## config.mk

```make
export PLATFORM = sky130hd
export DESIGN_NAME = riscv32i_sim_ctrl
export DESIGN_NICKNAME = d
export VERILOG_FILES = /design/src/rtl/riscv32i_sim_ctrl_pkg.sv /design/src/rtl/riscv32i_sim_ctrl_sat_counter.sv /design/src/rtl/riscv32i_sim_ctrl.sv
export SDC_FILE = /design/constraint.sdc
export NUM_CORES = 1
export LEC_CHECK = 0
export CAP_MARGIN = 20
export CORE_MARGIN = 4
export CORE_UTILIZATION = 46
export DETAILED_ROUTE_END_ITERATION = 7
export PLACE_DENSITY = 0.8
export SETUP_SLACK_MARGIN = 0.3
export SLEW_MARGIN = 20
export SYNTH_ARGS = -nofsm -noshare
export SYNTH_HDL_FRONTEND = slang
export SYNTH_HIERARCHICAL = 1
export SYNTH_SLANG_ARGS = --single-unit
```

## constraint.sdc

```tcl
create_clock -name clk -period 4.05 [get_ports clk]
set_input_delay 1.215 -clock clk [delete_from_list [all_inputs] [get_ports clk]]
set_output_delay 1.215 -clock clk [all_outputs]
set_load 0.01 [all_outputs]
```

## src/rtl/riscv32i_sim_ctrl_pkg.sv

```systemverilog
// Shared types and constants for the riscv32i simulation run controller:
// FSM state encoding, tohost word encoding and default snoop addresses.
package riscv32i_simctrl_pkg;

  typedef enum logic [2:0] {
    ST_HOLD,
    ST_RUN,
    ST_PASS,
    ST_FAIL,
    ST_TIMEOUT
  } sim_state_t;

  // A tohost word with bit 0 set ends the run; exactly 1 means pass.
  localparam int PASS_WORD       = 1;
  localparam int TOHOST_FAIL_BIT = 0;

  localparam logic [31:0] DEFAULT_TOHOST_ADDR  = 32'h0000_1000;
  localparam logic [31:0] DEFAULT_CONSOLE_ADDR = 32'h0000_1004;

endpackage

```

## src/rtl/riscv32i_sim_ctrl_sat_counter.sv

```systemverilog
// Saturating up-counter: clears on clr, advances on en, and stops at the
// value presented on max instead of wrapping.
module sat_counter #(
  parameter int WIDTH = 8
) (
  input  logic             clk,
  input  logic             clr,
  input  logic             en,
  input  logic [WIDTH-1:0] max,
  output logic [WIDTH-1:0] count
);

  logic [WIDTH-1:0] count_reg;

  always_ff @(posedge clk) begin
    if (clr) begin
      count_reg <= '0;
    end else if (en && (count_reg != max)) begin
      count_reg <= count_reg + 1'b1;
    end
  end

  assign count = count_reg;

endmodule

```

## src/rtl/riscv32i_sim_ctrl.sv

```systemverilog
// Run controller for the riscv32i core: holds core reset, counts run cycles,
// snoops tohost/console stores. Optional watchdog via SIMCTRL_WATCHDOG_EN.
module riscv32i_sim_ctrl
  import riscv32i_simctrl_pkg::*;
#(
  parameter int                ADDR_W         = 32,
  parameter int                DATA_W         = 32,
  parameter int                CNT_W          = 32,
  parameter int                RESET_CYCLES   = 4,
  parameter int                TIMEOUT_CYCLES = 50000,
  parameter logic [ADDR_W-1:0] TOHOST_ADDR    = ADDR_W'(DEFAULT_TOHOST_ADDR),
  parameter logic [ADDR_W-1:0] CONSOLE_ADDR   = ADDR_W'(DEFAULT_CONSOLE_ADDR)
) (
  input  logic              clk,
  input  logic              reset,
  input  logic              wr_en,
  input  logic [ADDR_W-1:0] wr_addr,
  input  logic [DATA_W-1:0] wr_data,
  output logic              core_reset,
  output logic              running,
  output logic              done,
  output logic              pass,
  output logic [DATA_W-2:0] fail_code,
  output logic              timeout,
  output logic [CNT_W-1:0]  cycle_count,
  output logic              con_valid,
  output logic [7:0]        con_data
);

  localparam int HOLD_W = $clog2(RESET_CYCLES + 1);
  localparam logic [HOLD_W-1:0] HOLD_LAST = HOLD_W'(RESET_CYCLES);

  sim_state_t        state_reg, state_next;
  logic [DATA_W-2:0] fail_code_reg, fail_code_next;
  logic              con_valid_reg, con_valid_next;
  logic [7:0]        con_data_reg, con_data_next;
  logic [HOLD_W-1:0] hold_count;
  logic              in_run, in_hold;
  logic              tohost_sel, console_sel, tohost_end;
  logic              cycle_en, watchdog_hit;

  assign in_run      = (state_reg == ST_RUN);
  assign in_hold     = (state_reg == ST_HOLD);
  assign tohost_sel  = wr_en && (wr_addr == TOHOST_ADDR);
  assign console_sel = wr_en && (wr_addr == CONSOLE_ADDR);
  assign tohost_end  = in_run && tohost_sel && wr_data[TOHOST_FAIL_BIT];

  // A terminating tohost store freezes the count at the value of that edge.
  assign cycle_en = in_run && !tohost_end;

  sat_counter #(.WIDTH(HOLD_W)) u_hold_cnt (
    .clk   (clk),
    .clr   (reset),
    .en    (in_hold),
    .max   (HOLD_LAST),
    .count (hold_count)
  );

  sat_counter #(.WIDTH(CNT_W)) u_cycle_cnt (
    .clk   (clk),
    .clr   (reset),
    .en    (cycle_en),
    .max   ({CNT_W{1'b1}}),
    .count (cycle_count)
  );

`ifdef SIMCTRL_WATCHDOG_EN
  assign watchdog_hit = (cycle_count == CNT_W'(TIMEOUT_CYCLES - 1));
  assign timeout      = (state_reg == ST_TIMEOUT);
`else
  assign watchdog_hit = 1'b0;
  assign timeout      = 1'b0;
`endif

  always_comb begin
    state_next     = state_reg;
    fail_code_next = fail_code_reg;
    con_valid_next = in_run && console_sel;
    con_data_next  = con_data_reg;
    if (con_valid_next) begin
      con_data_next = wr_data[7:0];
    end
    case (state_reg)
      ST_HOLD: begin
        if (hold_count == HOLD_LAST) begin
          state_next = ST_RUN;
        end
      end
      ST_RUN: begin
        // A tohost verdict on the watchdog edge takes priority.
        if (tohost_end) begin
          if (wr_data == DATA_W'(PASS_WORD)) begin
            state_next = ST_PASS;
          end else begin
            state_next     = ST_FAIL;
            fail_code_next = wr_data[DATA_W-1:1];
          end
        end else if (watchdog_hit) begin
          state_next = ST_TIMEOUT;
        end
      end
      default: state_next = state_reg;
    endcase
  end

  always_ff @(posedge clk) begin
    if (reset) begin
      state_reg     <= ST_HOLD;
      fail_code_reg <= '0;
      con_valid_reg <= 1'b0;
      con_data_reg  <= '0;
    end else begin
      state_reg     <= state_next;
      fail_code_reg <= fail_code_next;
      con_valid_reg <= con_valid_next;
      con_data_reg  <= con_data_next;
    end
  end

  assign core_reset = !in_run;
  assign running    = in_run;
  assign done       = !in_run && !in_hold;
  assign pass       = (state_reg == ST_PASS);
  assign fail_code  = fail_code_reg;
  assign con_valid  = con_valid_reg;
  assign con_data   = con_data_reg;

endmodule

```

# Yosys cells after proc, flatten, opt, wreduce, memory -nomap -nowiden
# Cells that the tools add are included.
dict set report word_totals {
  word_cells 39
  in_bits 67
  out_inout_bits 77
  register_bits 78
}
dict set report classes {
  n_addsub 2
  bitwise_logic 1
  eq_ne 10
  mux 4
  n_reduce_logical 16
}
# op count
set ops {}
lappend ops {{equality test 32 x 13 -> 1 bit, second input constant} 2}
lappend ops {{adder 32 x 1 -> 32 bit, second input constant} 1}
lappend ops {{equality test 32 x 1 -> 1 bit, second input constant} 1}
lappend ops {{!= test 32 bit, second input constant} 1}
lappend ops {{logical AND 1 bit} 9}
lappend ops {{2-to-1 mux 3 bit} 2}
lappend ops {{one-hot mux 3 bit (2 select lines)} 1}
lappend ops {{AND reduction 3 bit} 2}
lappend ops {{!= test 2 x 1 -> 1 bit, second input constant} 2}
lappend ops {{adder 3 x 1 -> 3 bit, second input constant} 1}
lappend ops {{equality test 3 x 1 -> 1 bit, second input constant} 1}
lappend ops {{equality test 3 x 2 -> 1 bit, second input constant} 1}
lappend ops {{equality test 3 bit, second input constant} 1}
lappend ops {{logical NOT 1 bit} 3}
lappend ops {{logical NOT 3 bit} 1}
lappend ops {{!= test 3 bit, second input constant} 1}
lappend ops {{nonzero test 2 bit} 1}
lappend ops {{2-to-1 mux 1 bit} 1}
lappend ops {{inverter 1 bit} 1}

# Depth between registers and ports, before layout
dict set report logic_depth {
  depth_word 7
  depth_mapped 11
  mapped_depth_nobuf 8
}

# Cells and area by module
# Netlist, hierarchy kept.
# module cells_per_inst area_per_inst_um2 instances seq_area_each_um2
set modules_own_cells {}
lappend modules_own_cells {{sat_counter at u_cycle_cnt} 249 2068.2 1 640.6}
lappend modules_own_cells {riscv32i_sim_ctrl 215 1781.7 1 840.8}
lappend modules_own_cells {{sat_counter at u_hold_cnt} 28 230.2 1 60.1}

# Worst setup path after synthesis
# No wires, ideal clock.
dict set report synth_path {
  kind {input to register}
  from {input wr_addr[5]}
  to {register u_cycle_cnt.count_reg[13] (netlist: u_cycle_cnt/count[13])}
  slack_ns 0.561
  arrival_ns 3.368
  required_time_ns 3.929
  path_stages 10
  n_path_buf 3
  setup_ns 0.121
  cell_sequence {nor4b_1 -> nand4_2 -> nor3_2 -> buf_2 -> nor2_1 -> clkbuf_1 -> nand3_1 -> clkbuf_1 -> nor4_1 -> mux2_2}
}
dict set report synth_via {
  elab_chain_cells 7
}
# item line_no
set synth_lines {}
lappend synth_lines {{start, declared} riscv32i_sim_ctrl.sv:17} ;# input logic [ADDR_W-1:0] wr_addr,
lappend synth_lines {{equality test 32 x 13 -> 1 bit} riscv32i_sim_ctrl.sv:44} ;# assign tohost_sel = wr_en && (wr_addr == TOHOST_ADDR);
lappend synth_lines {{logical AND 1 bit} riscv32i_sim_ctrl.sv:44}
lappend synth_lines {{logical AND 1 bit (2 in series)} riscv32i_sim_ctrl.sv:46} ;# assign tohost_end = in_run && tohost_sel && wr_data[TOHOST_FAIL_BIT];
lappend synth_lines {{logical NOT 1 bit} riscv32i_sim_ctrl.sv:49} ;# assign cycle_en = in_run && !tohost_end;
lappend synth_lines {{logical AND 1 bit} riscv32i_sim_ctrl.sv:49}
lappend synth_lines {{net cycle_en} riscv32i_sim_ctrl.sv:40} ;# logic cycle_en, watchdog_hit;
lappend synth_lines {{logical AND 1 bit} riscv32i_sim_ctrl_sat_counter.sv:18} ;# end else if (en && (count_reg != max)) begin
lappend synth_lines {{end signal, assigned} riscv32i_sim_ctrl_sat_counter.sv:19} ;# count_reg <= count_reg + 1'b1;
lappend synth_lines {{end, declared} riscv32i_sim_ctrl_sat_counter.sv:13} ;# logic [WIDTH-1:0] count_reg;
# The timed path passes the listed nets, and every way through them passes these cells.
# A chain may end at the register's enable or synchronous reset.

# Worst setup path after layout
dict set report layout_path {
  from {input wr_addr[19]}
  to {register u_cycle_cnt.count_reg[7] (netlist: u_cycle_cnt/count[7])}
}
# The elaborated chain is that of the path after synthesis.

==> qor.yml <==
status:
  status: "completed"
global_routing:
  grt.total_usage_pct: 24.6
  grt_pass1_wl_um: 20300
  overflow: 0
  grt_max_degree: 40
  antenna_found_initial: 0
  grt_pass1_vias: 4381
detailed_routing:
  vias_per_cell: 5.69
  dr.pass1.iters: 4
  wl_um: 12900
  wl_per_cell_um: 16.7
  drt-initial-drc-count: 170
  dr_total_vias: 4392
  drc: 0
  ant_nets: 0
setup_path:
  crit_type: "in -> reg"
  crit_required_ps: 4310
  cp_max_fo: 11
  cp_slowest_cell: "or4_1"
  cp-end-kind: "flop"
  crit_arrival_ps: 3670
  worstPathCellList: "clkdlybuf4s50_1 -> nor4_1 -> nand4_1 -> nor3_4 -> nor2_1 -> nand3_1 -> buf_4 -> or4_1 -> a21oi_1"
  start_kind: "primary input"
  cpPeakStageDelay_ps: 470
yosys:
  syn_avg_cell_area_um2: 8.29
  ys_dominant_reg_cell: "dfxtp_1"
  synth.top_cell.area_share_pct: 37.8
  yosysTopAreaCell: "dfxtp_1"
  synth.yosys.seq_area_share_pct: 37.8
  syn_area_um2: 4080
  ys_ff_latch: 77
  synth_cell_types: 52
  yosysWarnings: 6
  synth_edf_count: 0
  synth_area_leaders: "dfxtp_1 (38%), xor2_1 (6.9%), a21oi_1 (6.1%)"
  synthCells: 492
  async_flop_share_pct: 0
layout:
  antenna_cells: 0
  layout-drive-gt1-share_pct: 7.68
  largest_register_ffs: 32
  synthToLayoutAreaGrowth_pct: 45.4
  multi_input_area_um2: 2500
  seq_area_um2: 1540
  n_fill_cell: 756
  finish.instance_area_um2: 5930
  fin_nets: 728
  utilization_pct: 68.3
cts:
  cts.clk_slew.worst_paths_ps: 80
  cts_root_buf: "clkbuf_8"
  h-tree-depth: 3
  clock-sinks: 77
  insertion_delay_ps: 350
  cts_made_buffers: 9
  cts_setup_buffers: 0
  cts_tree: "done"
  cts_buffer_depth: 2
  hold_buffers: 0
  post_cts_resized: 0
power:
  ir_worst_vdd_mv: 0.237
  powerDensity_nw_per_um2: 287
  p_leak_nw: 2.11
sta:
  fin_crit_ps: 3400
  setup-violations-final: 0
  hold_viol: 0
  max_freq_ghz: 0.294
  hold_ws_ps: 476
  maxSlewHeadroom_pct: 49.2
  drv_slew: 0
  worstMarginPinSlew_ps: 763
  tns_ps: 0
  fin_crit_sh_pct: 84.0
  fin_worst_skew_ps: 13.4
  rsz0062_at_grt: "false"
run:
  max_cap_viol_count: 0
floorplan:
  die_width_um: 102
  row_count: 34
  initial_core_util_pct: 47.0
  dieArea_um2: 10400
  design.core.area_um2: 8680
  die_h_um: 102
  pin_count: 144
place:
  portBuffers: 142
  gp_congestion: 0.897
  postPlaceCellArea_um2: 5710
  post-dp-hpwl_um: 9710
min_path:
  hp-class: "reg -> reg"
==> metrics by stage <==
step | power, W | worst slack, ps | instances
2_1_floorplan | 0.000939 | 561 | 529
5_1_grt | 0.00177 | 539 | 772
3_5_place_dp | 0.00105 | 306 | 756
3_3_place_gp | 0.00104 | 432 | 756
6_report | 0.00170 | 646 | 772
4_1_cts | 0.00171 | 663 | 772
==> cell usage in the layout, fill, tap and decap left out, types with 11 or more instances in the layout <==
master             n
nand4_1           11
nand3_1           46
dfxtp_1           77
o21ai_0           25
o21ai_1           12
clkdlybuf4s50_1  141
nor2_1            36
nor4_1            25
buf_4             12
o31ai_1           11
xor2_1            32
nand2_1           16
nor2b_1           12
a21oi_1           50
conb_1            39
==> Yosys cell counts, types with 3 or more instances <==
cell	instances
dfxtp_1	77
a21oi_1	50
nand3_1	46
nor2_1	36
xor2_1	32
nor4_1	25
o21ai_0	25
clkbuf_1	23
nand2_1	16
nor2b_1	12
o21ai_1	12
nand4_1	11
o31ai_1	11
mux2_2	10
or4_1	10
or3_1	9
mux2i_1	8
xnor2_1	7
buf_2	6
inv_1	6
nor3_1	6
nor4b_1	6
and3_1	5
and4_1	4
a211oi_1	3
buf_4	3
nand2b_1	3
nand4_2	3
==> worst max-delay path, delay by kind of cell <==
kind	cells	cell delay, ps
AO/OA/AOI/OAI	1	180
buffers and inverters	2	770
AND/OR/NAND/NOR	6	1500
==> logic make-up after synthesis <==
| group | after synthesis | share of synthesized area (%) |
|---|---|---|
| multiplexers | 19 | 5.00 |
| AO/OA/AOI/OAI | 109 | 14.8 |
| adder cells (fa/ha/maj) | 2 | 0.613 |
| flip-flops | 77 | 37.8 |
| AND/OR/NAND/NOR | 203 | 28.8 |
| buffers and inverters | 41 | 4.45 |
| other | 2 | 0.184 |
| XOR/XNOR | 39 | 8.37 |
==> worst paths after layout <==
path                                   endpoint                               from  slack, ps  cells past startpoint
max reg2reg  u_cycle_cnt/count[21]$_SDFFE_PP0P_  u_cycle_cnt/count[8]$_SDFFE_PP0P_       1190                      7
max           u_cycle_cnt/count[7]$_SDFFE_PP0P_                        wr_addr[19]        650                      9
min reg2reg          fail_code[26]$_SDFFE_PP0P_         fail_code[26]$_SDFFE_PP0P_        480                      2
min                  fail_code[26]$_SDFFE_PP0P_         fail_code[26]$_SDFFE_PP0P_        480                      2
==> power breakdown <==
part           internal, W  switching [W]
clock             0.000354       0.000309
combinational     0.000129       0.000110
sequential        0.000772      0.0000244
total              0.00126       0.000444
==> layer usage <==
layer | vias up | global-route usage, % | routed length (um)
li1 | 2104 | - | -
met1 | 2050 | 27.0 | 4820
met2 | 207 | 43.4 | 6480
met3 | 31 | 9.22 | 1260
met4 | 0 | 8.78 | 295
met5 | - | 0 | 0
==> layout make-up <==
class / count / share of cell area (%)
Sequential cell: 77 / 26.0
Clock buffer: 10 / 2.15
Multi-Input combinational cell: 411 / 42.2
Tap cell: 108 / 2.28
Inverter: 6 / 0.380
Clock inverter: 6 / 1.60
Timing Repair Buffer: 154 / 25.4
Power figures use the tool's default switching activity.
==> edit 1 (same settings) <==
Take the reset off `con_data_reg` and load it in a clocked block of its own.
--- a/src/rtl/riscv32i_sim_ctrl.sv
+++ b/src/rtl/riscv32i_sim_ctrl.sv
@@ -110,3 +110,2 @@
       con_valid_reg <= 1'b0;
-      con_data_reg  <= '0;
     end else begin
@@ -115,4 +114,7 @@
       con_valid_reg <= con_valid_next;
-      con_data_reg  <= con_data_next;
     end
+  end
+
+  always_ff @(posedge clk) begin
+    con_data_reg <= con_data_next;
   end
Check against the original RTL: differs if reset is asserted again (counterexample within 10 cycles, from zero or initial values and one cycle with reset high); with reset held inactive, the same outputs for 10 cycles.
==> edit 1 against the unedited design <==
- design area shrank 0.95%
- power shrank 0.89%
- die area is essentially flat
- routed wire length shrank 4.0%
- synthesized cell count shrank 3.9%
- critical path depth is the same
- sequential cell count is the same
- synthesized area is essentially flat
- worst hold slack gained 0.0076 ns
- via count shrank 5.0%
- setup slack lost 0.028 ns
- clock skew shrank 0.0067 ns
- first-iteration DRC count grew 2.4%
- critical path type unchanged
- largest power group unchanged
- highest routed layer unchanged
==> edit 1: results (changes against the unedited design) <==
Worst Path Max Fanout = 12 (+1)
Pre-CTS setup slack = 0.344 ns (+0.0379 ns)
Rel. slew slack = 0.286 (-0.205)
1st-iter DRT viols = 174 (+2.4%)
Vias = 4173 (-5.0%)
Vias per Instance = 5.56 (-2.3%)
Placed Instances = 735 (-2.8%)
First-pass GRT wire length = 20.4 mm (+0.31%)
Hpwl dp = 9.30 mm (-4.2%)
Share of layout cells above drive strength 1 = 0.0778 (+0.000953)
Critical path's largest stage delay = 0.68 ns (+0.21 ns)
Gate count of the mapped netlist = 473 (-3.9%)
Yosys cell types = 53 (+1.9%)
CTS Hold Buffers Added = 0 (unchanged)
Worst Skew = 0.00665 ns (-0.00675 ns)
Largest net degree at the start of global routing = 45 (+13%)
Leakage = 2.07 nW (-1.7%)
CP max stage cell = a2111oi_0
Wirelength, routed = 12.3 mm (-4.0%)
Worst vdd rail ir drop = 0.218 mV (-8.3%)
Post-synth EDFFs = 8 (+8)
Layout Nets = 707 (-2.9%)
Switching share of power = 0.251 (-0.00985)
GPL Wtd Cong = 0.911 (+1.6%)
Sequential element share of the synthesized area = 0.397 (+0.0195)
Largest register FFs = 32 (unchanged)
Clk buf depth = 2 (unchanged)
CTS buffer count = 9 (unchanged)
CTS root buf = clkbuf_8
Crit-path leading delay family = simple AND/OR/NAND/NOR gates
Synth top area cells = dfxtp_1 34%, xor2_1 6.9%, a21oi_1 6.1%, edfxtp_1 5.9%, nand3_1 5.6%
Post-synth top cells = 69 x dfxtp_1, 50 x a21oi_1, 46 x nand3_1
WP data arrival = 3.64 ns (-0.03 ns)
Dpl cell area = 0.00566 mm2 (-0.85%)
GRT Total Usage = 0.245 (-0.000718)
Count of final setup violators = 0 (unchanged)
Status = finished, final reports clean
## edit 1: changes by cell type after synthesis, sizes merged
cell / unedited run / this run
nor4b: 7 / 6
nor3: 7 / 8
nand3b: 1 / 2
inv: 6 / 5
dfxtp: 77 / 69
clkbuf: 24 / 16
mux2i: 8 / 0
nor2: 37 / 28
buf: 11 / 18
edfxtp: 0 / 8
nand2b: 3 / 2
## edit 1: logic make-up after synthesis
logic type                 count (synthesis)  share of synthesized area
and+or+nand+nor                          194                      0.284
DFF                                       77                      0.397
buffers and inverters                     39                     0.0494
other                                      2                    0.00184
muxes                                     11                     0.0303
xor gates and xnor gates                  39                     0.0837
adders and majority gates                  2                    0.00613
AOI/OAI and AO/OA                        109                      0.148
## edit 1: layout make-up
class                   instances  area (um2)
clock inverters                 6        87.6
inverters                       5        18.8
fillers                       714        2800
clock buffers                  10         128
well taps                     108         135
multi-input cells             394        2400
repair buffers                151        1480
flip-flops and latches         77        1620
## edit 1: path summary, 6_finish.rpt
check	from	end	slack, ns	cells past startpoint
setup / recovery	wr_addr[1]	u_cycle_cnt/count[15]	0.62	9
hold / removal	fail_code[17]	fail_code[17]	0.48	2
setup reg to reg	state_reg[1]	u_cycle_cnt/count[15]	1.50	8
hold reg to reg	fail_code[17]	fail_code[17]	0.48	2
## edit 1: power by group through the flow
stage / logic [mW] / registers (mW) / clock network, mW
5_1_grt: 0.267 / 0.812 / 0.682
6_report: 0.240 / 0.809 / 0.636
3_5_place_dp: 0.238 / 0.827 / 0
2_1_floorplan: 0.131 / 0.819 / 0
3_3_place_gp: 0.228 / 0.825 / 0
4_1_cts: 0.239 / 0.809 / 0.645
## edit 1: metal layers
metal,global-route usage,routed length [um],vias up
li1,-,-,2045
met1,0.277,4560,1930
met2,0.421,6190,182
met3,0.106,1380,16
met4,0.0727,215,0
met5,0,0,-
==> edit 2 (same settings) <==
Made on the original files. The parameter `DATA_W` goes from 32 to 28.
--- a/src/rtl/riscv32i_sim_ctrl.sv
+++ b/src/rtl/riscv32i_sim_ctrl.sv
@@ -6,3 +6,3 @@
   parameter int                ADDR_W         = 32,
-  parameter int                DATA_W         = 32,
+  parameter int                DATA_W         = 28,
   parameter int                CNT_W          = 32,
Interface: changed (resized fail_code and wr_data); port bits go from 144 to 136. The function was not compared with the original's and may differ.
==> edit 2 against the unedited design <==
- design area decreased by 3.8%
- sequential cell count decreased by 4
- synthesized area decreased by 1.9%
- first-iteration DRC count increased by 48%
- non-clock buffer count decreased by 11
- routed wire length decreased by 5.8%
- setup slack got worse by 0.015 ns
- highest routed layer unchanged
- power decreased by 9.4%
==> edit 2: results (changes against the unedited design) <==
First-pass GRT wire length = 19.1 mm (-6.1%)
Non-clock buffer count = 143 (-7.1%)
Clk pwr share = 0.350 (-0.040)
Final-layout clock-cell area share = 0.0322 (-0.00532)
Worst Path Max Fanout = 16 (+5)
Combinational fraction of design power = 0.157 (+0.016)
Area of the multi-input gates = 0.00249 mm2 (-0.35%)
Status = finished, final reports clean
Non-clk buf share = 0.246 (-0.00801)
Pint = 1.09 mW (-13%)
Antenna Cells = 1 (+1)
Count of multi-input gates = 398 (-3.2%)
Yosys cell types = 55 (+5.8%)
Hpwl dp = 9.24 mm (-4.8%)
Invs w/o clock = 8 (+2)
Worst Skew = 0.0110 ns (-0.00240 ns)
Reg-to-reg endpoint = u_cycle_cnt/count[0]
Hold_sp = fail_code[2]
CP max stage cell = nor4b_1
R2r startpoint = u_cycle_cnt/count[2]
GRT Total Usage = 0.231 (-0.0149)
Critical path's largest stage delay = 0.51 ns (+0.04 ns)
Xor/xnor cell area share of the yosys netlist = 0.0853 (+0.00160)
Area share of fa/ha/maj cells after synthesis = 0.00625 (+0.000117)
1st-iter DRT viols = 252 (+48%)
Avg WL per Cell = 16.3 um (-2.2%)
Worst Setup EP = u_cycle_cnt/count[24]
Compound-Gate Fraction of Synth Area = 0.142 (-0.00593)
PortBufs = 134 (-5.6%)
Leakage = 2.01 nW (-4.6%)
Min-Delay Endpoint = fail_code[2]
Share of layout cells above drive strength 1 = 0.0909 (+0.0141)
-- edit 2: cell types whose count changed after synthesis, sizes merged, moves of 3 or more --
cell	change
dfxtp	-4
o21ai	-4
a21oi	-3
nand2	+3
nand3	-3
clkbuf	-5
-- edit 2: routing by layer --
metal / vias up / track usage / share of wire
li1: 2033 / - / -
met1: 1953 / 0.298 / 0.41
met2: 152 / 0.382 / 0.50
met3: 19 / 0.0427 / 0.067
met4: 0 / 0.0910 / 0.023
met5: - / 0 / 0
-- edit 2: through the flow --
stage	std cells	area (um2)	utilization	setup slack (ns)	hold WS, ns
2_1_floorplan	510	4140	-	0.423	0.473
3_3_place_gp	727	5520	0.662	0.408	0.458
3_5_place_dp	727	5520	0.662	0.300	0.467
4_1_cts	743	5700	0.684	0.677	0.478
5_1_grt	744	5710	0.684	0.507	0.501
6_report	744	5710	0.684	0.631	0.478
